[src/rtl/ysyx_24090012_xbar.sv]
// Purpose: 1-to-2 AXI4 address router (CLINT read-only / external memory) with local error termination.
// Latency: 1 cycle IDLE->busy decode; busy states are pure wires (0 added cycles per beat).
// Backpressure: one transaction at a time; up readies follow the selected slave or the local error responder.
module ysyx_24090012_xbar #(
  parameter logic [31:0] CLINT_BASE = 32'h0200_0000,
  parameter logic [31:0] CLINT_MASK = 32'hFFFF_0000,
  parameter logic [31:0] HOLE_BASE  = 32'h0000_0000,
  parameter logic [31:0] HOLE_MASK  = 32'hF000_0000
) (
  input  logic        clk,
  input  logic        rst,
  // upstream (from arbiter)
  input  logic        up_awvalid,
  output logic        up_awready,
  input  logic [31:0] up_awaddr,
  input  logic [3:0]  up_awid,
  input  logic [7:0]  up_awlen,
  input  logic [2:0]  up_awsize,
  input  logic [1:0]  up_awburst,
  input  logic        up_wvalid,
  output logic        up_wready,
  input  logic [31:0] up_wdata,
  input  logic [3:0]  up_wstrb,
  input  logic        up_wlast,
  output logic        up_bvalid,
  input  logic        up_bready,
  output logic [1:0]  up_bresp,
  output logic [3:0]  up_bid,
  input  logic        up_arvalid,
  output logic        up_arready,
  input  logic [31:0] up_araddr,
  input  logic [3:0]  up_arid,
  input  logic [7:0]  up_arlen,
  input  logic [2:0]  up_arsize,
  input  logic [1:0]  up_arburst,
  output logic        up_rvalid,
  input  logic        up_rready,
  output logic [31:0] up_rdata,
  output logic [1:0]  up_rresp,
  output logic        up_rlast,
  output logic [3:0]  up_rid,
  // external memory master
  output logic        mem_awvalid,
  input  logic        mem_awready,
  output logic [31:0] mem_awaddr,
  output logic [3:0]  mem_awid,
  output logic [7:0]  mem_awlen,
  output logic [2:0]  mem_awsize,
  output logic [1:0]  mem_awburst,
  output logic        mem_wvalid,
  input  logic        mem_wready,
  output logic [31:0] mem_wdata,
  output logic [3:0]  mem_wstrb,
  output logic        mem_wlast,
  input  logic        mem_bvalid,
  output logic        mem_bready,
  input  logic [1:0]  mem_bresp,
  input  logic [3:0]  mem_bid,
  output logic        mem_arvalid,
  input  logic        mem_arready,
  output logic [31:0] mem_araddr,
  output logic [3:0]  mem_arid,
  output logic [7:0]  mem_arlen,
  output logic [2:0]  mem_arsize,
  output logic [1:0]  mem_arburst,
  input  logic        mem_rvalid,
  output logic        mem_rready,
  input  logic [31:0] mem_rdata,
  input  logic [1:0]  mem_rresp,
  input  logic        mem_rlast,
  input  logic [3:0]  mem_rid,
  // CLINT master (read-only)
  output logic        clint_arvalid,
  input  logic        clint_arready,
  output logic [31:0] clint_araddr,
  output logic [3:0]  clint_arid,
  output logic [7:0]  clint_arlen,
  output logic [2:0]  clint_arsize,
  output logic [1:0]  clint_arburst,
  input  logic        clint_rvalid,
  output logic        clint_rready,
  input  logic [31:0] clint_rdata,
  input  logic [1:0]  clint_rresp,
  input  logic        clint_rlast,
  input  logic [3:0]  clint_rid
);

  typedef enum logic [2:0] {IDLE, RD_MEM, RD_CLINT, RD_ERR, WR_MEM, WR_ERR} state_t;

  state_t     state, state_nxt;
  logic [1:0] err_code;   // bresp for locally terminated writes
  logic [3:0] txn_id;
  logic [7:0] txn_len;
  logic [7:0] beat_cnt;
  logic       addr_done;  // error responder has consumed the address beat
  logic       data_done;  // error responder has consumed the wlast beat

  logic aw_clint, aw_hole, ar_clint, ar_hole;
  assign aw_clint = (up_awaddr & CLINT_MASK) == CLINT_BASE;
  assign aw_hole  = (up_awaddr & HOLE_MASK) == HOLE_BASE;
  assign ar_clint = (up_araddr & CLINT_MASK) == CLINT_BASE;
  assign ar_hole  = (up_araddr & HOLE_MASK) == HOLE_BASE;

  logic err_rlast;
  assign err_rlast = (beat_cnt == txn_len);

  // State register plus transaction context latched on leaving IDLE
  always_ff @(posedge clk) begin
    if (rst) begin
      state     <= IDLE;
      err_code  <= 2'b00;
      txn_id    <= 4'd0;
      txn_len   <= 8'd0;
      beat_cnt  <= 8'd0;
      addr_done <= 1'b0;
      data_done <= 1'b0;
    end else begin
      state <= state_nxt;
      case (state)
        IDLE: begin
          beat_cnt  <= 8'd0;
          addr_done <= 1'b0;
          data_done <= 1'b0;
          if (up_awvalid) begin
            txn_id   <= up_awid;
            err_code <= aw_clint ? 2'b10 : 2'b11;
          end else if (up_arvalid) begin
            txn_id   <= up_arid;
            txn_len  <= up_arlen;
            err_code <= 2'b11;
          end
        end
        RD_ERR: begin
          if (up_arvalid && !addr_done) addr_done <= 1'b1;
          // hold at the final count instead of wrapping (arlen = 255)
          if (addr_done && up_rready && !err_rlast) beat_cnt <= beat_cnt + 8'd1;
        end
        WR_ERR: begin
          if (up_awvalid && !addr_done) addr_done <= 1'b1;
          if (up_wvalid && up_wlast && !data_done) data_done <= 1'b1;
        end
        default: ;
      endcase
    end
  end

  // Next-state decode and channel steering; everything idles at 0
  always_comb begin
    state_nxt     = state;
    up_awready    = 1'b0;
    up_wready     = 1'b0;
    up_bvalid     = 1'b0;
    up_bresp      = 2'b00;
    up_bid        = 4'd0;
    up_arready    = 1'b0;
    up_rvalid     = 1'b0;
    up_rdata      = 32'd0;
    up_rresp      = 2'b00;
    up_rlast      = 1'b0;
    up_rid        = 4'd0;
    mem_awvalid   = 1'b0;
    mem_awaddr    = 32'd0;
    mem_awid      = 4'd0;
    mem_awlen     = 8'd0;
    mem_awsize    = 3'd0;
    mem_awburst   = 2'd0;
    mem_wvalid    = 1'b0;
    mem_wdata     = 32'd0;
    mem_wstrb     = 4'd0;
    mem_wlast     = 1'b0;
    mem_bready    = 1'b0;
    mem_arvalid   = 1'b0;
    mem_araddr    = 32'd0;
    mem_arid      = 4'd0;
    mem_arlen     = 8'd0;
    mem_arsize    = 3'd0;
    mem_arburst   = 2'd0;
    mem_rready    = 1'b0;
    clint_arvalid = 1'b0;
    clint_araddr  = 32'd0;
    clint_arid    = 4'd0;
    clint_arlen   = 8'd0;
    clint_arsize  = 3'd0;
    clint_arburst = 2'd0;
    clint_rready  = 1'b0;
    case (state)
      IDLE: begin
        // writes win over reads; nothing is driven downstream this cycle
        if (up_awvalid)      state_nxt = (aw_clint || aw_hole) ? WR_ERR : WR_MEM;
        else if (up_arvalid) state_nxt = ar_clint ? RD_CLINT : (ar_hole ? RD_ERR : RD_MEM);
      end
      RD_MEM: begin
        mem_arvalid = up_arvalid;
        mem_araddr  = up_araddr;
        mem_arid    = up_arid;
        mem_arlen   = up_arlen;
        mem_arsize  = up_arsize;
        mem_arburst = up_arburst;
        up_arready  = mem_arready;
        up_rvalid   = mem_rvalid;
        up_rdata    = mem_rdata;
        up_rresp    = mem_rresp;
        up_rlast    = mem_rlast;
        up_rid      = mem_rid;
        mem_rready  = up_rready;
        if (mem_rvalid && up_rready && mem_rlast) state_nxt = IDLE;
      end
      RD_CLINT: begin
        clint_arvalid = up_arvalid;
        clint_araddr  = up_araddr;
        clint_arid    = up_arid;
        clint_arlen   = up_arlen;
        clint_arsize  = up_arsize;
        clint_arburst = up_arburst;
        up_arready    = clint_arready;
        up_rvalid     = clint_rvalid;
        up_rdata      = clint_rdata;
        up_rresp      = clint_rresp;
        up_rlast      = clint_rlast;
        up_rid        = clint_rid;
        clint_rready  = up_rready;
        if (clint_rvalid && up_rready && clint_rlast) state_nxt = IDLE;
      end
      RD_ERR: begin
        up_arready = !addr_done;
        up_rvalid  = addr_done;
        up_rresp   = addr_done ? 2'b11 : 2'b00;
        up_rid     = addr_done ? txn_id : 4'd0;
        up_rlast   = addr_done && err_rlast;
        if (addr_done && up_rready && err_rlast) state_nxt = IDLE;
      end
      WR_MEM: begin
        mem_awvalid = up_awvalid;
        mem_awaddr  = up_awaddr;
        mem_awid    = up_awid;
        mem_awlen   = up_awlen;
        mem_awsize  = up_awsize;
        mem_awburst = up_awburst;
        up_awready  = mem_awready;
        mem_wvalid  = up_wvalid;
        mem_wdata   = up_wdata;
        mem_wstrb   = up_wstrb;
        mem_wlast   = up_wlast;
        up_wready   = mem_wready;
        up_bvalid   = mem_bvalid;
        up_bresp    = mem_bresp;
        up_bid      = mem_bid;
        mem_bready  = up_bready;
        if (mem_bvalid && up_bready) state_nxt = IDLE;
      end
      WR_ERR: begin
        up_awready = !addr_done;
        up_wready  = !data_done;
        up_bvalid  = addr_done && data_done;
        up_bresp   = up_bvalid ? err_code : 2'b00;
        up_bid     = up_bvalid ? txn_id : 4'd0;
        if (up_bvalid && up_bready) state_nxt = IDLE;
      end
      default: state_nxt = IDLE;
    endcase
  end

endmodule

[config.mk]
export PLATFORM = sky130hd
export DESIGN_NAME = ysyx_24090012_xbar
export DESIGN_NICKNAME = d
export VERILOG_FILES = /design/src/rtl/ysyx_24090012_xbar.sv
export SDC_FILE = /design/constraint.sdc
export NUM_CORES = 1
export LEC_CHECK = 0
export ABC_CLOCK_PERIOD_IN_PS = 2000
export CORE_AREA = 2 2 186 188
export CTS_CLUSTER_DIAMETER = 40
export DETAILED_ROUTE_END_ITERATION = 16
export DIE_AREA = 0 0 188 190
export GPL_TIMING_DRIVEN = 0
export PLACE_DENSITY = 0.38
export SETUP_SLACK_MARGIN = 0.5
export SYNTH_ARGS = -nofsm -noshare
export SYNTH_HDL_FRONTEND = slang
export SYNTH_SLANG_ARGS = --single-unit
[constraint.sdc]
create_clock -name clk -period 2 [get_ports clk]
set_clock_uncertainty 0.05 [all_clocks]
set_input_delay 0.2 -clock clk [delete_from_list [all_inputs] [get_ports clk]]
set_output_delay 0.2 -clock clk [all_outputs]
set_load 0.005 [all_outputs]
==> impl_metrics.csv, run 1 <==
group,metric,value,unit
outcome,status,"finished, violations left",
outcome,violations,"negative setup slack",
power,power_density,618,nW/um^2
timing,rsz0062_at_grt,"true",
clock_tree,hold_buffers,0,
synthesis,yosysMostFrequentCell,"and2_1",
layout,nFillCells,3500,
placement,place_hpwl,23800,um
detailed_routing,drc,0,
clock_tree,htreeDepth,1,
clock_tree,cts-buffers-inserted,3,
synthesis,syn_nets,687,
synthesis,synth-async-reset-ratio,0,
layout,nNetsFinal,1365,
clock_tree,clk_root_buffer_cell,"clkbuf_16",
timing,setup_slack,-0.390,ns
worst_hold_path,holdCritStartpoint,"err_code[0]",
layout,antennaDiodeCount,0,
setup_path,worst-setup-path-type,"flop to output pin",
synthesis,synthCells,453,
timing,holdWs,0.451,ns
power,ir_worst_vdd,0.395,mV
placement,globalplace.congestion,0.828,
detailed_routing,drt-initial-drc-count,186,
synthesis,synth_top_family_by_area,"simple AND/OR/NAND/NOR gates",
setup_path,r2r-start,"state[2]",
grt,grt_antenna_before_repair,0,
clock_tree,clockBufferDepth,2,
placement,placed_cell_area,8640,sq um
placement,dp_cells,1381,
layout,drive_above_1_share,0.588,
floorplanning,coreArea,33900,sq um
setup_path,reg2reg_slack,-0.17,ns
synthesis,ys_types,48,
clock_tree,insertion_delay,0.27,ns
synthesis,synth_xor_area_frac,0.0319,
placement,place_ws,-0.815,ns
setup_path,cpMaxStageDelayCell,"dfxtp_4",
setup_path,crit_path_start_kind,"flop",
synthesis,synth_compound_area_frac,0.200,
synthesis,yosysTopAreaCellShare,0.365,
setup_path,crit_fanout,4,
synthesis,seq_area_frac_synth,0.164,
synthesis,synth-simple-area-share,0.505,
floorplanning,die_w,188,um
grt,overflow,0,
floorplanning,io_pins,474,
clock_tree,clk_pin_slew,0.07,ns
timing,drv_slew,0,
detailed_routing,wl_per_cell,20.9,um
synthesis,synth_largest_area_cell,"and2_1",
layout,area_growth,268,%
setup_path,cp.required,1.75,ns
synthesis,synth_common_cells,"and2_1 (192), a22o_1 (38), clkbuf_1 (28)",
synthesis,ys_top_cells_by_area,"and2_1 (36%), dfxtp_1 (16%), a22o_1 (10%)",
synthesis,synth-seq-cells,27,
setup_path,cp_common_cell,"buf_6",
timing,hold_violations,0,
flow_run,drv_cap,0,
detailed_routing,drtAntennaViolNets,0,
grt,grt_pass1_wl,44200,um
detailed_routing,num_vias,6120,
floorplanning,die_h,190,um
setup_path,crit_chain,"buf_6 > nor3b_4 > buf_6 > buf_12 > buf_4 > buf_12 > clkbuf_16 > buf_4 > buf_6 > buf_6 > and2_4 > buf_6",
detailed_routing,drtPass1Iterations,4,
worst_hold_path,worstHoldPathType,"flop to flop",
timing,setup_viol_count_final,207,
detailed_routing,wirelength,33100,um
synthesis,synth_area,3290,sq um
synthesis,synth_edf_count,0,
timing,min_period,2.39,ns
power,total_leakage_power,5.68,nW
timing,timing.final.crit_share,1.19,
setup_path,path_buf_inv,10,
floorplanning,fp-row-count,68,
layout,finalInstanceArea,12100,sq um
setup_path,critical_path.top_delay_family,"buffers and inverters",
timing,slew_headroom,0.636,
floorplanning,initial_core_util,0.0970,
worst_hold_path,min_to,"err_code[0]",
grt,grt_max_degree,18,
timing,tightest_slew,0.546,ns
clock_tree,clkSinkCount,27,
grt,grt_pass1_vias,6130,
setup_path,arrival,2.14,ns
detailed_routing,routed_via_density,3.86,
synthesis,synth_flop_cell,"dfxtp_1",
worst_hold_path,whs_path_depth,2,
setup_path,rr_worst_depth,9,
grt,grt_use_total,0.170,
placement,portBuffers,473,
synthesis,synth_adder_area_share,0.00380,
synthesis,syn_area_per_cell,7.27,sq um
setup_path,worstSetupEndpointType,"output pin",
clock_tree,cts_tree,"yes",
layout,fin_cells,1585,
floorplanning,die-area,35700,sq um
setup_path,slowest_delay,0.35,ns
synthesis,synth_mux_area_frac,0.0365,
setup_path,reg2reg_to,"state[1]",
timing,fmax,0.418,GHz
synthesis,yosysWarnings,0,
## kinds of logic (layout without fill, tap and decap cells)
kind of cell	count (synthesis)	after routing
fa+ha+maj	1	1
flops	27	27
compound gates	82	82
mux	12	12
xor+xnor	12	12
simple gates	270	270
buf+inv	49	726
## per-layer routing
layer,wire [um],track usage,up-vias
li1,-,-,2922
met1,13500,0.201,2882
met2,17300,0.324,306
met3,2150,0.0382,10
met4,190,0.00818,0
met5,0,0,-
## final cells by class
type / count / area, sq um / area share
buffer: 41 / 737 / 0.0608
clock buffer: 3 / 75.1 / 0.00619
clock inverter: 1 / 8.76 / 0.000723
inverter: 8 / 33.8 / 0.00279
multi-input combinational: 377 / 3160 / 0.261
sequential: 27 / 559 / 0.0461
tap: 455 / 569 / 0.0470
timing repair buffer: 673 / 6980 / 0.576
## state kept, by name, indices dropped and copies added, names as in the netlist
register,flops
addr_done,1
beat_cnt,8
data_done,1
err_code,2
state,3
txn_id,4
txn_len,8
## per-stage QoR
stage,setup TNS [ns],power [W],util
2_1_floorplan,0,0.00184,-
3_3_place_gp,-115.89,0.00410,0.255
3_5_place_dp,-113.42,0.00406,0.255
4_1_cts,-34.51,0.00608,0.309
5_1_grt,-51.75,0.00792,0.357
6_report,-36.28,0.00749,0.357
## worst register-to-register path, stage by stage, from the launching register on
cell and delay (ns):
dfxtp_4 0.36, buf_6 0.11, nor3b_4 0.14, buf_6 0.13, buf_6 0.11, buf_6 0.12, a222oi_1 0.32, nand2_1 0.20
or4_1 0.43, a21oi_1 0.13
## where the power goes
part	total (W)	switching [W]	internal (W)
sequential	0.000668	0.0000675	0.000600
clock	0.000493	0.000216	0.000277
combinational	0.00633	0.00224	0.00409
total	0.00749	0.00252	0.00497
## cells in the final DEF, fill, tap and decap left out, types with 8 or more instances in the layout
| master | netlist | final |
|---|---|---|
| dfxtp_1 | 27 | 20 |
| clkbuf_2 | 0 | 22 |
| buf_12 | 0 | 23 |
| mux2i_1 | 12 | 12 |
| and2_1 | 192 | 59 |
| buf_2 | 5 | 76 |
| buf_4 | 1 | 44 |
| buf_6 | 0 | 234 |
| and2_4 | 0 | 133 |
| nor2_1 | 23 | 15 |
| buf_8 | 0 | 36 |
| clkdlybuf4s15_2 | 0 | 8 |
| a22o_1 | 38 | 33 |
| clkbuf_16 | 0 | 28 |
| clkdlybuf4s50_1 | 0 | 232 |
## what timing repair did
action                                  4_1_cts  5_1_grt
resized for setup                          1076      434
endpoints found under the setup margin      268      268
gates cloned                                 18        5
hold endpoints to repair                      0        0
buffers inserted                            101       76
pin swaps                                    62       70
## worst max-delay path by stage
stage                      to  slack [ns]  cells after the start      from
2_1_floorplan        state[1]        0.40                      5  state[1]
3_3_place_gp   mem_awaddr[16]       -0.83                      5  state[2]
3_5_place_dp   mem_awaddr[16]       -0.81                      5  state[2]
4_1_cts             up_rid[0]       -0.43                      9  state[0]
5_1_grt             up_rid[0]       -0.50                      9  state[0]
6_report       mem_araddr[12]       -0.39                     12  state[0]
(Power assumes the default switching activity.)
==> run 2, diff against run 1 <==
--- a/config.mk
+++ b/config.mk
@@ -5,13 +5,14 @@
 export SDC_FILE = /design/constraint.sdc
 export NUM_CORES = 1
 export LEC_CHECK = 0
+export ABC_AREA = 1
 export ABC_CLOCK_PERIOD_IN_PS = 2000
-export CORE_AREA = 2 2 186 188
+export CORE_AREA = 2 2 185 187
 export CTS_CLUSTER_DIAMETER = 40
 export DETAILED_ROUTE_END_ITERATION = 16
-export DIE_AREA = 0 0 188 190
+export DIE_AREA = 0 0 187 189
 export GPL_TIMING_DRIVEN = 0
-export PLACE_DENSITY = 0.38
+export PLACE_DENSITY = 0.39
 export SETUP_SLACK_MARGIN = 0.5
 export SYNTH_ARGS = -nofsm -noshare
 export SYNTH_HDL_FRONTEND = slang
==> run 2 against run 1 <==
Against the previous run: the run still ends with negative setup slack left; die area down 1.1%; synthesized area up 3.2%; synthesized cell count rose by 46%; count of clock-buffer cells in the layout rose by 1; via count grew 2.3%; clock power decreased by 4.5%; critical path depth decreased by 1; wire length shrank 15%.
==> impl_metrics.csv, run 2 <==
group,metric,value,unit
outcome,status,"finished, violations left",
outcome,violations,"negative setup slack",
floorplanning,io_pins,474,
timing,min_period,2.16,ns
layout,top_regs,"beat_cnt x8, txn_len x8, txn_id x4",
setup_path,arrival,1.91,ns
detailed_routing,drtAntennaViolNets,0,
power,total_leakage_power,5.51,nW
setup_path,critPathLaunch,"state[0]",
synthesis,synth_edf_count,0,
synthesis,synth_common_cells,"nor2_1 (214), inv_1 (167), nand2_1 (69)",
floorplanning,die_w,187,um
timing,tightest_slew,0.604,ns
layout,final_cell_mix,"clkdlybuf4s50_1 (262), inv_1 (166), nor2_1 (139)",
detailed_routing,drc,0,
layout,area_growth,203,%
clock_tree,cts_tree,"yes",
synthesis,synth_largest_area_cell,"nor2_1",
layout,final_common_cell,"clkdlybuf4s50_1",
flow_run,drv_cap,0,
synthesis,ys_top_cells_by_area,"nor2_1 (24%), inv_1 (18%), dfxtp_1 (16%)",
grt,overflow,0,
setup_path,worstSetupEndpointType,"output pin",
synthesis,yosysWarnings,0,
layout,drive_above_1_share,0.332,
floorplanning,die-area,35300,sq um
clock_tree,hold_buffers,0,
timing,hold_violations,0,
floorplanning,die_h,189,um
setup_path,rr_worst_depth,8,
synthesis,yosysMostFrequentCell,"nor2_1",
clock_tree,cts-buffers-inserted,3,
detailed_routing,routed_via_density,3.71,
clock_tree,insertion_delay,0.26,ns
layout,final-seq-area,547,sq um
layout,multi_input_area,2570,sq um
synthesis,syn_area_per_cell,5.13,sq um
placement,place_hpwl,22800,um
floorplanning,fp-row-count,67,
power,p_comb_frac,0.833,
power,ir_worst_vdd,0.373,mV
timing,fmax,0.463,GHz
clock_tree,clkSinkCount,27,
clock_tree,clk_pin_slew,0.07,ns
floorplanning,initial_core_util,0.102,
power,clkPwrFrac,0.063,
detailed_routing,drtPass1Iterations,4,
power,pwr-share-seq,0.104,
synthesis,synthCells,663,
synthesis,synth_area,3400,sq um
synthesis,syn_nets,897,
setup_path,crit_fanout,6,
detailed_routing,wl_per_cell,16.7,um
grt,grt_max_degree,15,
setup_path,r2r-start,"state[0]",
detailed_routing,num_vias,6261,
grt,grt_use_total,0.151,
setup_path,reg2reg_slack,0.12,ns
setup_path,crit_path_start_kind,"flop",
placement,place_ws,-0.763,ns
layout,nFillCells,3685,
worst_hold_path,worstHoldPathType,"flop to flop",
synthesis,synth-async-reset-ratio,0,
detailed_routing,wirelength,28300,um
power,power_density,724,nW/um^2
grt,grt_pass1_vias,6540,
floorplanning,coreArea,33300,sq um
layout,post-route-util,0.310,
setup_path,reg2reg_to,"txn_id[2]",
synthesis,synth-seq-cells,27,
synthesis,seq_area_frac_synth,0.159,
timing,slew_headroom,0.597,
timing,timing.final.crit_share,1.08,
timing,setup_viol_count_final,106,
timing,rsz0062_at_grt,"true",
power,swShare,0.411,
grt,grt_antenna_before_repair,4,
placement,portBuffers,472,
setup_path,cp.required,1.75,ns
grt,grt_pass1_wl,40900,um
detailed_routing,drt-initial-drc-count,161,
clock_tree,clk_root_buffer_cell,"clkbuf_16",
synthesis,ys_types,30,
synthesis,synth_flop_cell,"dfxtp_1",
timing,setup_slack,-0.160,ns
power,p_switching,0.00307,W
setup_path,worst-setup-path-type,"flop to output pin",
layout,nNetsFinal,1474,
power,power,0.00746,W
clock_tree,htreeDepth,1,
clock_tree,clockBufferDepth,2,
placement,globalplace.congestion,0.865,
timing,drv_slew,0,
power,internal_power,0.00440,W
timing,finalSetupTns,-8.46,ns
synthesis,yosysTopAreaCellShare,0.236,
setup_path,cp-endpoint,"up_rdata[2]",
run 2: cell count changes in the layout (fill, tap and decap cells not counted), sizes merged, moves of 12 or more:
cell	previous run	this run
clkbuf	56	33
mux2i	12	0
o21ai	6	21
nand3	6	28
dlygate4sd2	0	22
buf	416	256
nor2	24	214
clkdlybuf4s50	232	262
and2	192	0
nand2	8	69
dlymetal6s2s	5	22
inv	8	175
run 2: final cells by class:
| cell class | instances | area share |
|---|---|---|
| antenna | 1 | 0.000243 |
| buffer | 36 | 0.0519 |
| clock buffer | 4 | 0.00764 |
| inverter | 173 | 0.0659 |
| multi-input combinational | 427 | 0.249 |
| sequential | 27 | 0.0530 |
| tap | 448 | 0.0544 |
| timing repair buffer | 570 | 0.515 |
| timing repair inverter | 2 | 0.00218 |
run 2: worst max-delay path, cell delays in order (launching register included):
cell     delay, ns
dfxtp_2       0.32
buf_6         0.12
buf_6         0.11
nor3_4        0.16
buf_6         0.14
buf_12        0.11
buf_8         0.10
buf_6         0.09
buf_6         0.09
buf_6         0.09
a22o_1        0.17
buf_2         0.14
run 2: per-layer routing:
metal,up-vias,track usage,wire (um)
met5,-,0,41
met1,2770,0.164,10900
met3,26,0.0436,2320
met2,308,0.288,14500
li1,3151,-,-
met4,6,0.0360,505
run 2: power groups by stage:
stage | logic, W | registers (W) | clock network, W
floorplan | 0.00173 | 0.000738 | 0
finish | 0.00622 | 0.000773 | 0.000471
CTS | 0.00568 | 0.000775 | 0.000483
global route | 0.00672 | 0.000787 | 0.000502
detailed placement | 0.00462 | 0.000770 | 0
global placement | 0.00466 | 0.000767 | 0
run 2: worst min-delay path by stage:
stage,cells after the start,from,to
final,2,err_code[1],err_code[1]
after global routing,2,err_code[1],err_code[1]
after CTS,2,txn_id[3],txn_id[3]
after detailed placement,2,txn_id[3],txn_id[3]
after global placement,2,txn_id[3],txn_id[3]
after floorplan,1,rst,txn_id[0]
run 2: cells by family (layout without fill, tap and decap cells):
logic type                 Yosys count  in the layout  synth area share
buffers and inverters              209            785             0.236
other                                0              1                 0
xor gates and xnor gates             7              7            0.0180
and+or+nand+nor                    331            331             0.402
adders and majority gates            1              1           0.00368
AOI/OAI and AO/OA                   88             88             0.181
DFF                                 27             27             0.159
run 2: metrics by stage:
| stage | hold slack, ns | std cells | cell area, sq um |
|---|---|---|---|
| floorplan | 0.228 | 663 | 3400 |
| global placement | 0.428 | 1583 | 8680 |
| detailed placement | 0.424 | 1583 | 8680 |
| CTS | 0.439 | 1665 | 9620 |
| global route | 0.459 | 1688 | 10300 |
| finish | 0.437 | 1688 | 10300 |
run 2: what timing repair did:
item                       4_1_cts  5_1_grt
pin swaps                       37       16
cloned                          11        2
setup endpoints to repair      265      267
setup buffers                   67       20
gates resized for setup        877      165
==> run 3, diff against run 2 <==
--- a/config.mk
+++ b/config.mk
@@ -13,6 +13,7 @@
 export DIE_AREA = 0 0 187 189
 export GPL_TIMING_DRIVEN = 0
 export PLACE_DENSITY = 0.39
+export REMOVE_ABC_BUFFERS = 1
 export SETUP_SLACK_MARGIN = 0.5
 export SYNTH_ARGS = -nofsm -noshare
 export SYNTH_HDL_FRONTEND = slang
==> run 3 against run 2 <==
Against the previous run: clock power up 6.2%; wire length increased by 9.6%; utilization is 0.90 points higher; the flow still finishes with violations (negative setup slack); global-route usage increased by 1.1 points; worst setup slack better by 0.15 ns; first-iteration DRC count fell by 4.3%; count of clock-buffer cells in the layout decreased by 1.
==> impl_metrics.csv, run 3 (synthesized netlist as in run 2, its figures left out) <==
group,metric,value,unit
outcome,status,"finished, violations left",
outcome,violations,"negative setup slack",
setup_path,arrival,1.76,ns
setup_path,crit_fanout,6,
layout,fin_cells,1662,
clock_tree,clockBufferDepth,2,
clock_tree,insertion_delay,0.28,ns
detailed_routing,wl_per_cell,18.6,um
placement,globalplace.congestion,0.800,
layout,finalInstanceArea,10600,sq um
timing,rsz0062_at_grt,"true",
power,clkPwrFrac,0.058,
layout,antennaDiodeCount,0,
power,swShare,0.453,
power,power,0.00858,W
layout,final-seq-area,559,sq um
setup_path,worstSetupEndpointType,"output pin",
layout,nNetsFinal,1449,
timing,tightest_slew,0.724,ns
power,p_switching,0.00388,W
layout,area_growth,212,%
setup_path,critPathLaunch,"state[2]",
grt,grt_pass1_wl,43000,um
detailed_routing,drc,0,
detailed_routing,num_vias,6255,
power,internal_power,0.00470,W
clock_tree,cts_tree,"yes",
layout,nFillCells,3656,
floorplanning,fp-row-count,67,
placement,place_ws,-1.09,ns
timing,min_period,2.01,ns
timing,timing.final.crit_share,1.01,
detailed_routing,drt-initial-drc-count,154,
setup_path,crit_path_start_kind,"flop",
floorplanning,io_pins,474,
layout,multi_input_area,3020,sq um
clock_tree,clkSinkCount,27,
power,total_leakage_power,5.19,nW
grt,grt_antenna_before_repair,0,
detailed_routing,drtPass1Iterations,4,
placement,portBuffers,473,
power,pwr-share-seq,0.094,
timing,fmax,0.497,GHz
floorplanning,die_w,187,um
detailed_routing,drtAntennaViolNets,0,
floorplanning,die_h,189,um
floorplanning,coreArea,33300,sq um
clock_tree,htreeDepth,1,
power,ir_worst_vdd,0.406,mV
grt,grt_max_degree,26,
grt,grt_pass1_vias,6329,
placement,dp_cells,1553,
setup_path,cp.required,1.75,ns
grt,grt_use_total,0.162,
detailed_routing,wirelength,31000,um
power,p_comb_frac,0.848,
layout,final_cell_mix,"clkdlybuf4s50_1 (229), buf_2 (182), inv_1 (166)",
timing,setup_viol_count_final,1,
clock_tree,clk_pin_slew,0.07,ns
timing,drv_slew,0,
placement,placed_cell_area,8640,sq um
setup_path,worst-setup-path-type,"flop to output pin",
power,power_density,808,nW/um^2
clock_tree,clk_root_buffer_cell,"clkbuf_16",
timing,setup_slack,-0.0135,ns
floorplanning,initial_core_util,0.102,
timing,slew_headroom,0.516,
timing,hold_violations,0,
layout,final_common_cell,"clkdlybuf4s50_1",
clock_tree,cts-buffers-inserted,3,
flow_run,drv_cap,0,
layout,top_regs,"beat_cnt x8, txn_len x8, txn_id x4",
grt,overflow,0,
floorplanning,die-area,35300,sq um
worst_hold_path,worstHoldPathType,"input pin to flop",
setup_path,r2r-start,"state[1]",
layout,drive_above_1_share,0.443,
detailed_routing,routed_via_density,3.76,
placement,place_hpwl,20300,um
worst_hold_path,holdCritStartpoint,"up_arvalid",
layout,post-route-util,0.319,
[run 3: cell count changes in the layout (fill, tap and decap cells not counted), sizes merged, moves of 7 or more]
| cell | change |
|---|---|
| buf | +45 |
| clkbuf | -15 |
| clkdlybuf4s15 | +7 |
| clkdlybuf4s50 | -33 |
| dlygate4sd2 | -21 |
| dlymetal6s2s | -20 |
| inv | +8 |
[run 3: area by class of cell]
| class | instances | area share |
|---|---|---|
| Multi-Input combinational cell | 427 | 0.285 |
| Inverter | 173 | 0.0679 |
| Sequential cell | 27 | 0.0527 |
| Tap cell | 448 | 0.0528 |
| Timing Repair Buffer | 570 | 0.512 |
| Clock buffer | 3 | 0.00708 |
| Clock inverter | 1 | 0.000708 |
| Timing Repair inverter | 13 | 0.0224 |
[run 3: path summary, 6_finish.rpt]
path	endpoint	slack (ns)	depth (start not counted)
worst max-delay path	up_rresp[0]	-0.01	8
worst min-delay path	addr_done	0.40	3
worst max register to register	state[0]	0.13	13
worst min register to register	err_code[1]	0.41	2
[run 3: timing repair]
action / 4_1_cts / 5_1_grt
hold buffers: 0 / 0
endpoints found under the setup margin: 268 / 268
buffers inserted: 47 / 24
gates cloned: 22 / 12
pin swaps: 15 / 21
resized for setup: 1129 / 239
[run 3: worst max-delay path: stages, from the launching register on]
cell,delay (ns)
dfxtp_4,0.37
buf_4,0.12
nor3_4,0.04
buf_6,0.12
buf_12,0.12
buf_12,0.12
buf_6,0.12
a221o_1,0.33
buf_2,0.14
[run 3: power groups by stage]
stage	clock (W)	sequential, W	combinational, W
2_1_floorplan	0	0.000761	0.00160
3_3_place_gp	0	0.000788	0.00450
3_5_place_dp	0	0.000800	0.00455
4_1_cts	0.000516	0.000803	0.00599
5_1_grt	0.000535	0.000825	0.00778
6_report	0.000500	0.000803	0.00727
[run 3: routing by layer]
layer,track usage,wire length (um)
met3,0.0259,1990
met4,0.0223,412
met5,0,0
met2,0.306,15900
met1,0.196,12600
[run 3: through the flow]
stage / TNS (ns) / hold slack [ns]
6_report: -0.0135 / 0.403
2_1_floorplan: -112.36 / 0.219
3_3_place_gp: -505.40 / 0.399
4_1_cts: -0.0753 / 0.415
5_1_grt: -1.20 / 0.461
3_5_place_dp: -160.29 / 0.404
